File: src/rtl/perf_pkg.sv
// Shared types for the performance monitor: event selects, channel FSM states
// and the index-width helper used for channel select ports.
package perf_pkg;

  localparam int SEL_W = 2;

  typedef enum logic [SEL_W-1:0] {
    CYCLES     = 2'd0,
    PC_CHANGE  = 2'd1,
    MEM_WRITE  = 2'd2,
    START_HITS = 2'd3
  } event_sel_e;

  typedef enum logic [1:0] {
    IDLE = 2'd0,
    RUN  = 2'd1,
    DONE = 2'd2
  } ch_state_e;

  // Channel-select width; a single channel still gets a 1-bit select.
  function automatic int unsigned idx_width(input int unsigned n);
    return (n > 1) ? $clog2(n) : 1;
  endfunction

endpackage

File: src/rtl/perf_channel.sv
// One monitor channel: start/stop-PC armed FSM, saturating event counter and
// its configuration registers. Exposes next-state count for the readback mux.
module perf_channel
  import perf_pkg::*;
#(
  parameter int COUNT_WIDTH = 32,
  parameter int PC_WIDTH    = 10,
  parameter int FINAL_PC    = 1023
) (
  input  logic                   clk,
  input  logic                   reset,
  input  logic                   en,
  input  logic [PC_WIDTH-1:0]    pc,
  input  logic                   pc_changed,
  input  logic                   write_m,
  input  logic                   cfg_load,
  input  logic [SEL_W-1:0]       cfg_sel,
  input  logic [PC_WIDTH-1:0]    cfg_start_pc,
  input  logic [PC_WIDTH-1:0]    cfg_stop_pc,
  output logic [COUNT_WIDTH-1:0] count_next,
  output logic                   ovf_next,
  output logic                   done,
  output logic                   running
);

  ch_state_e               state_q, state_d;
  event_sel_e              sel_q;
  logic [PC_WIDTH-1:0]     start_pc_q, stop_pc_q;
  logic [COUNT_WIDTH-1:0]  count_q, count_d;
  logic                    ovf_q, ovf_d;
  logic                    start_hit, stop_hit, ev, cnt_en;

  assign start_hit = (pc == start_pc_q);
  assign stop_hit  = (pc == stop_pc_q);

  // NOTE: every signal written here gets a default first, so no path leaves
  // it unassigned and no latch is inferred.
  always_comb begin
    ev      = 1'b0;
    cnt_en  = 1'b0;
    state_d = state_q;
    count_d = count_q;
    ovf_d   = ovf_q;

    case (sel_q)
      CYCLES:     ev = 1'b1;
      PC_CHANGE:  ev = pc_changed;
      MEM_WRITE:  ev = write_m;
      START_HITS: ev = start_hit;
      default:    ev = 1'b0;
    endcase

    if (cfg_load) begin
      state_d = IDLE;
      count_d = '0;
      ovf_d   = 1'b0;
    end else if (en) begin
      case (state_q)
        IDLE: if (start_hit) begin
          state_d = RUN;
          cnt_en  = 1'b1;
        end
        RUN: begin
          cnt_en = 1'b1;
          if (stop_hit) state_d = DONE;
        end
        default: ;
      endcase

      if (cnt_en && ev) begin
        if (&count_q) ovf_d = 1'b1;
        else          count_d = count_q + 1'b1;
      end
    end
  end

  // NOTE: sequential state uses non-blocking assignments so every register
  // samples pre-edge values regardless of statement order.
  always_ff @(posedge clk) begin
    if (reset) begin
      state_q    <= IDLE;
      count_q    <= '0;
      ovf_q      <= 1'b0;
      sel_q      <= CYCLES;
      start_pc_q <= '0;
      stop_pc_q  <= PC_WIDTH'(FINAL_PC);
    end else begin
      state_q <= state_d;
      count_q <= count_d;
      ovf_q   <= ovf_d;
      if (cfg_load) begin
        sel_q      <= event_sel_e'(cfg_sel);
        start_pc_q <= cfg_start_pc;
        stop_pc_q  <= cfg_stop_pc;
      end
    end
  end

  assign count_next = count_d;
  assign ovf_next   = ovf_d;
  assign done       = (state_q == DONE);
  assign running    = (state_q == RUN);

endmodule

File: src/rtl/perf_monitor.sv
// Multi-channel performance monitor beside the CPU: tracks previous PC, the
// sticky finished flag, config decode and the registered readback mux.
module perf_monitor
  import perf_pkg::*;
#(
  parameter int NUM_CHANNELS = 4,
  parameter int COUNT_WIDTH  = 32,
  parameter int PC_WIDTH     = 10,
  parameter int FINAL_PC     = 1023,
  localparam int CH_W        = idx_width(NUM_CHANNELS)
) (
  input  logic                    clk,
  input  logic                    reset,
  input  logic [PC_WIDTH-1:0]     pc,
  input  logic                    write_m,
  input  logic                    cfg_we,
  input  logic [CH_W-1:0]         cfg_ch,
  input  logic [SEL_W-1:0]        cfg_sel,
  input  logic [PC_WIDTH-1:0]     cfg_start_pc,
  input  logic [PC_WIDTH-1:0]     cfg_stop_pc,
  input  logic [CH_W-1:0]         rd_ch,
  output logic [COUNT_WIDTH-1:0]  rd_count,
  output logic                    rd_ovf,
  output logic [NUM_CHANNELS-1:0] ch_done,
  output logic [NUM_CHANNELS-1:0] ch_running,
  output logic                    finished
);

  logic [PC_WIDTH-1:0]    prev_pc;
  logic                   pc_changed;
  logic [COUNT_WIDTH-1:0] cnt_next [NUM_CHANNELS];
  logic [NUM_CHANNELS-1:0] ovf_next;
  logic [COUNT_WIDTH-1:0] rd_count_d;
  logic                   rd_ovf_d;

  assign pc_changed = (pc != prev_pc);

  for (genvar g = 0; g < NUM_CHANNELS; g++) begin : g_ch
    perf_channel #(
      .COUNT_WIDTH (COUNT_WIDTH),
      .PC_WIDTH    (PC_WIDTH),
      .FINAL_PC    (FINAL_PC)
    ) u_ch (
      .clk          (clk),
      .reset        (reset),
      .en           (!finished),
      .pc           (pc),
      .pc_changed   (pc_changed),
      .write_m      (write_m),
      .cfg_load     (cfg_we && (cfg_ch == CH_W'(g))),
      .cfg_sel      (cfg_sel),
      .cfg_start_pc (cfg_start_pc),
      .cfg_stop_pc  (cfg_stop_pc),
      .count_next   (cnt_next[g]),
      .ovf_next     (ovf_next[g]),
      .done         (ch_done[g]),
      .running      (ch_running[g])
    );
  end

  // Readback samples the post-update value; unmatched selects read zero.
  always_comb begin
    rd_count_d = '0;
    rd_ovf_d   = 1'b0;
    for (int i = 0; i < NUM_CHANNELS; i++) begin
      if (rd_ch == CH_W'(i)) begin
        rd_count_d = cnt_next[i];
        rd_ovf_d   = ovf_next[i];
      end
    end
  end

  always_ff @(posedge clk) begin
    if (reset) begin
      prev_pc  <= '0;
      finished <= 1'b0;
      rd_count <= '0;
      rd_ovf   <= 1'b0;
    end else begin
      prev_pc  <= pc;
      rd_count <= rd_count_d;
      rd_ovf   <= rd_ovf_d;
      if (pc == PC_WIDTH'(FINAL_PC)) finished <= 1'b1;
    end
  end

endmodule

File: config.mk
export PLATFORM = sky130hd
export DESIGN_NAME = perf_monitor
export DESIGN_NICKNAME = d
export VERILOG_FILES = /design/src/rtl/perf_pkg.sv /design/src/rtl/perf_channel.sv /design/src/rtl/perf_monitor.sv
export SDC_FILE = /design/constraint.sdc
export NUM_CORES = 1
export LEC_CHECK = 0
export CAP_MARGIN = 20
export CORE_MARGIN = 2
export CORE_UTILIZATION = 45
export CTS_BUF_LIST = sky130_fd_sc_hd__clkbuf_8
export DETAILED_ROUTE_END_ITERATION = 8
export PLACE_DENSITY = 0.74
export SYNTH_ARGS = -nofsm -noshare
export SYNTH_HDL_FRONTEND = slang
export SYNTH_SLANG_ARGS = --single-unit
File: constraint.sdc
create_clock -name clk -period 6.8 [get_ports clk]
set_input_delay 1.36 -clock clk [delete_from_list [all_inputs] [get_ports clk]]
set_output_delay 1.36 -clock clk [all_outputs]
set_load 0.1 [all_outputs]
# After elaboration in Yosys (flattened, before gate mapping)
# Index checks and enable logic that the tools add are counted.
dict set report word_totals {
  ff_bits 272
  elab_cells 183
}
dict set report op_classes {
  n_addsub 4
  n_eq_ne 44
  n_mux 72
  n_bitwise 1
  reduce_logical 34
}
# cell n
set op_table {}
lappend op_table {{$mux 32} 20}
lappend op_table {{$add 32x1->32 const B} 4}
lappend op_table {{$reduce_and 32->1} 4}
lappend op_table {{$eq 10x10->1} 8}
lappend op_table {{$eq 2x2->1 const B} 16}
lappend op_table {{$mux 1} 32}
lappend op_table {{$eq 2x1->1 const B} 10}
lappend op_table {{$logic_not 2->1} 10}
lappend op_table {{$mux 2} 8}
lappend op_table {{$pmux 1 s4} 4}
lappend op_table {{$pmux 2 s2} 4}
lappend op_table {{$reduce_and 4->1} 4}
lappend op_table {{$eq 10x10->1 const B} 1}
lappend op_table {{$ne 10x10->1} 1}
lappend op_table {{$logic_and 1x1->1} 8}
lappend op_table {{$ne 2x1->1 const B} 4}
lappend op_table {{$ne 2x2->1 const B} 4}
lappend op_table {{$pmux 1 s2} 4}
lappend op_table {{$reduce_bool 2->1} 4}
lappend op_table {{$reduce_or 2->1} 4}
lappend op_table {{$not 1->1} 1}

# Logic depth before layout (Yosys ltp)
dict set report depth {
  ltp_word 13
  ltp_mapped 13
  ltp_nobuf 10
}

# Cells and area by module
# A second synthesis with hierarchy kept.
dict set report unflattened {
  hier_cells 1667
  hier_area_um2 14533.9
}
# mod n_inst cells_each area_per_inst_um2 seq_area_each_um2
set modules_own_cells {}
lappend modules_own_cells {{perf_channel at g_ch[0].u_ch ...} 3 386 3119.2 1141.1}
lappend modules_own_cells {{perf_channel at g_ch[3].u_ch} 1 353 3036.7 1141.1}
lappend modules_own_cells {perf_monitor 1 156 2139.6 880.8}

# Least setup slack after synthesis
# No wires, ideal clock.
dict set report synth_timing {
  kind {input to register}
  startpoint {in pc[7]}
  endpoint {reg rd_count[9]}
  setup_time_ns 0.117
  t_arrival_ns 3.469
  required_time_ns 6.683
  path_slack_ns 3.214
  path_stages 9
  path_cell_list {buf_4 > xor2_1 > nor4_2 > a32oi_1 > or2_1 > or4_1 > xnor2_1 > a221o_1 > o22a_1}
}
dict set report synth_between {
  elab_chain_cells 13
}
# element line
set synth_lines {}
lappend synth_lines {{start: declaration} perf_monitor.sv:14} ;# input logic [PC_WIDTH-1:0] pc,
lappend synth_lines {{$eq 10x10->1} perf_channel.sv:33} ;# assign start_hit = (pc == start_pc_q);
lappend synth_lines {{$mux 1} perf_channel.sv:59} ;# IDLE: if (start_hit) begin
lappend synth_lines {{$pmux 1 s2} perf_channel.sv:58} ;# case (state_q)
lappend synth_lines {{$mux 1} perf_channel.sv:57} ;# end else if (en) begin
lappend synth_lines {{$mux 1} perf_channel.sv:53} ;# if (cfg_load) begin
lappend synth_lines {{$logic_and 1x1->1} perf_channel.sv:70} ;# if (cnt_en && ev) begin
lappend synth_lines {{$mux 32} perf_channel.sv:70}
lappend synth_lines {{$mux 32} perf_channel.sv:57}
lappend synth_lines {{$mux 32} perf_channel.sv:53}
lappend synth_lines {{$mux 32 (3 in a row)} perf_monitor.sv:66} ;# if (rd_ch == CH_W'(i)) begin
lappend synth_lines {{$mux 32 (*)} perf_monitor.sv:66}
lappend synth_lines {{end signal: assignment} perf_monitor.sv:81} ;# rd_count <= rd_count_d;
lappend synth_lines {{end: declaration} perf_monitor.sv:22} ;# output logic [COUNT_WIDTH-1:0] rd_count,
# Mark *: on every way between the ends. The rest lies on a longest branch, timed or not. The select of a mux whose other input is x is not followed.
# A chain may end at the register's enable or synchronous reset.

# Final worst setup path
dict set report layout_timing {
  startpoint {in pc[3]}
  endpoint {reg rd_count[4]}
}
# The elaborated chain is that of the path after synthesis.

==> summary.txt <==
Placed design
  – Area after DPL: 0.0140 sq mm
  – # placed instances: 1,933
  – Dpl hpwl: 28,000 um
  – Port bufs: 81
  – GPL Wtd Cong: 0.920

Clock tree
  – Hold_buf cts: 0
  – Clock slew seen by the registers of the worst setup and hold paths: 70 ps
  – Longest Clk Path Bufs: 3
  – Worst-skew pair later-pin latency: 570 ps
  – CTS Buf Count: 45
  – H-tree levels: 2
  – Root buf cell: clkbuf_8
  – CTS sink cnt: 272
  – Postcts setup bufs: 0
  – CTS tree: yes
  – Post-cts resize count: 0

STA
  – Worst slew pin tran: 1140 ps
  – Final setup TNS: 0 ps
  – Final setup skew: 31.3 ps
  – Post-layout minimum cycle time: 4710 ps
  – Final Hold Viols: 0
  – Slew Viols, Final: 0
  – Final setup viols: 0
  – Max-slew headroom: 0.235
  – Fmax: 0.212 GHz
  – Hold slack: 467 ps
  – Fin crit share: 0.692
  – RSZ-0062 raised after global routing: no

Logic synthesis
  – Leading area contributor after synthesis: dfxtp_1
  – Yosys reg bits: 272
  – Synthesized cell area: 0.0131 sq mm
  – Post-synth EDFFs: 0
  – Synth async-reset ratio: 0
  – Synth area leaders: dfxtp_1 (42%), nand2_1 (7.5%), xnor2_1 (7.4%)
  – Sequential area share after synthesis: 0.416
  – Post-synth top area share: 0.416
  – Avg Inst Size Synth: 8.45 sq um
  – Yosys cell types: 79
  – Synth Flop Type: dfxtp_1
  – Synth warnings: 0
  – Cells after Synth: 1,548
  – Syn Nets: 1,592

Global route
  – Pin count of the biggest net entering global routing: 59
  – Vias in the first global route: 10,800
  – Initial antenna violation count: 0
  – Total track usage: 0.252
  – GRT overflow: 0
  – First-pass GRT wire length: 60,500 um

Floorplanning
  – Core area: 0.0287 sq mm
  – Die area: 0.0305 sq mm
  – Die Y: 175 um
  – Row count: 62
  – Die X-Extent: 175 um
  – Initial Utilization: 0.456
  – I/O Pins: 82

Setup path
  – Critical path class: input port to register
  – Worst endpoint data arrival time: 5170 ps
  – CP Capture Type: register
  – CP max stage cell: clkdlybuf4s50_1
  – Worst endpoint required time: 7260 ps
  – Critical path, cell by cell: clkdlybuf4s50_1, xor2_1, nor4_1, nand3_2, o21ai_2, or2_1, nor2_1, a2111o_1, o2bb2ai_1, a2bb2oi_1
  – Worst path max stage delay: 820 ps
  – Crit start category: input port
  – Max FO, Critical Path: 20

Power and ir drop
  – PwrDens: 232 mW/mm^2
  – Peak VDD IR: 0.159 mV
  – Leak: 5.25 nW

Layout
  – Ant diodes: 0
  – Design Area, Final: 0.0150 sq mm
  – Final non-filler cell total: 2,012
  – Fin nets: 1,640
  – Most frequent cells in the layout: dfxtp_1 (272), nand2_1 (260), nor2_1 (173)
  – Commonest non-fill, non-tap cell in the layout: dfxtp_1
  – Layout area overhead: 14.4%
  – Layout cells sized above 1: 0.0897

Routing
  – Drt via density: 5.70
  – Violation count after the first detailed-route iteration: 1,230
  – DRT antenna net count: 0
  – Final wirelength: 39,100 um
  – Remaining DRCs: 0
  – Drt wl/cell: 19.4 um
  – First-pass DRT Iterations: 5
  – Vias post-DR: 11,500

Min path
  – Hold WC Path Type: register to register

Job
  – Max_cap viols: 0

Outcome
  – Status: complete, no violations
-- kinds of logic after synthesis --
kind of cell	share of synthesized area
compound gates	0.0879
flops	0.416
simple gates	0.301
mux	0.00545
buf+inv	0.0418
fa+ha+maj	0.00382
xor+xnor	0.144
-- worst max-delay path: cells and delay by family --
| kind | cells | cell delay [ps] |
|---|---|---|
| buffers and inverters | 1 | 820 |
| AND/OR/NAND/NOR | 4 | 1540 |
| XOR/XNOR | 1 | 330 |
| AO/OA/AOI/OAI | 4 | 1100 |
-- worst paths after layout --
| kind | start | to | slack, ps | cells past startpoint |
|---|---|---|---|---|
| worst min-delay path | g_ch[1].u_ch.start_pc_q[0]$_SDFFE_PP0P_ | g_ch[1].u_ch.start_pc_q[0]$_SDFFE_PP0P_ | 470 | 2 |
| worst max-delay path | pc[3] | rd_count[4]$_SDFF_PP0_ | 2090 | 10 |
| worst min register to register | g_ch[1].u_ch.start_pc_q[0]$_SDFFE_PP0P_ | g_ch[1].u_ch.start_pc_q[0]$_SDFFE_PP0P_ | 470 | 2 |
| worst max register to register | g_ch[2].u_ch.count_q[0]$_SDFF_PP0_ | rd_count[9]$_SDFF_PP0_ | 3090 | 9 |
-- through the flow --
stage / utilization / total power, mW / setup slack [ps]
after global placement: 0.487 / 1.93 / 1690
after detailed placement: 0.487 / 1.93 / 1630
after global routing: 0.521 / 3.59 / 1980
final: 0.521 / 3.47 / 2090
after CTS: 0.521 / 3.49 / 2200
after floorplan: - / 1.85 / 3210
-- metal layers --
layer  vias to the layer above  GRT usage  share of wire  routed length, um
met3                       100     0.0394          0.089               3460
met1                      5434      0.333           0.41              16100
met4                         0      0.109          0.043               1690
met5                         -          0              0                  0
li1                       5385          -              -                  -
met2                       554      0.410           0.46              17800
-- area by class of cell --
type	instances	area, sq um
clock inverter	21	188
timing repair buffer	94	903
sequential	272	5450
multi-input combinational	1170	7100
clock buffer	58	798
tap	384	480
fill	2655	13700
inverter	13	48.8
-- power by group --
group	leakage [nW]	internal (mW)	switching, mW	total, mW
sequential	2.20	1.62	0.0188	1.64
combinational	2.51	0.0863	0.177	0.264
clock	0.539	0.886	0.679	1.56
-- cells in the mapped netlist (16+ instances only) --
cell type  number
a21oi_1        60
and2_1         16
and3_1         26
clkbuf_1       62
dfxtp_1       272
nand2_1       260
nand3_1        86
nand4_1        55
nor2_1        174
nor2b_1        30
nor3_1         32
nor4_1         26
o22ai_1        23
xnor2_1       110
xor2_1         90
-- state kept, by name, indices dropped and copies added (netlist names) --
register              cells
g_ch.u_ch.start_pc_q     40
g_ch.u_ch.count_q       128
g_ch.u_ch.stop_pc_q      40
g_ch.u_ch.state_q         8
rd_ovf                    1
rd_count                 32
g_ch.u_ch.ovf_q           4
finished                  1
prev_pc                  10
g_ch.u_ch.sel_q           8
Note: power is estimated with default switching activity, not from simulation.
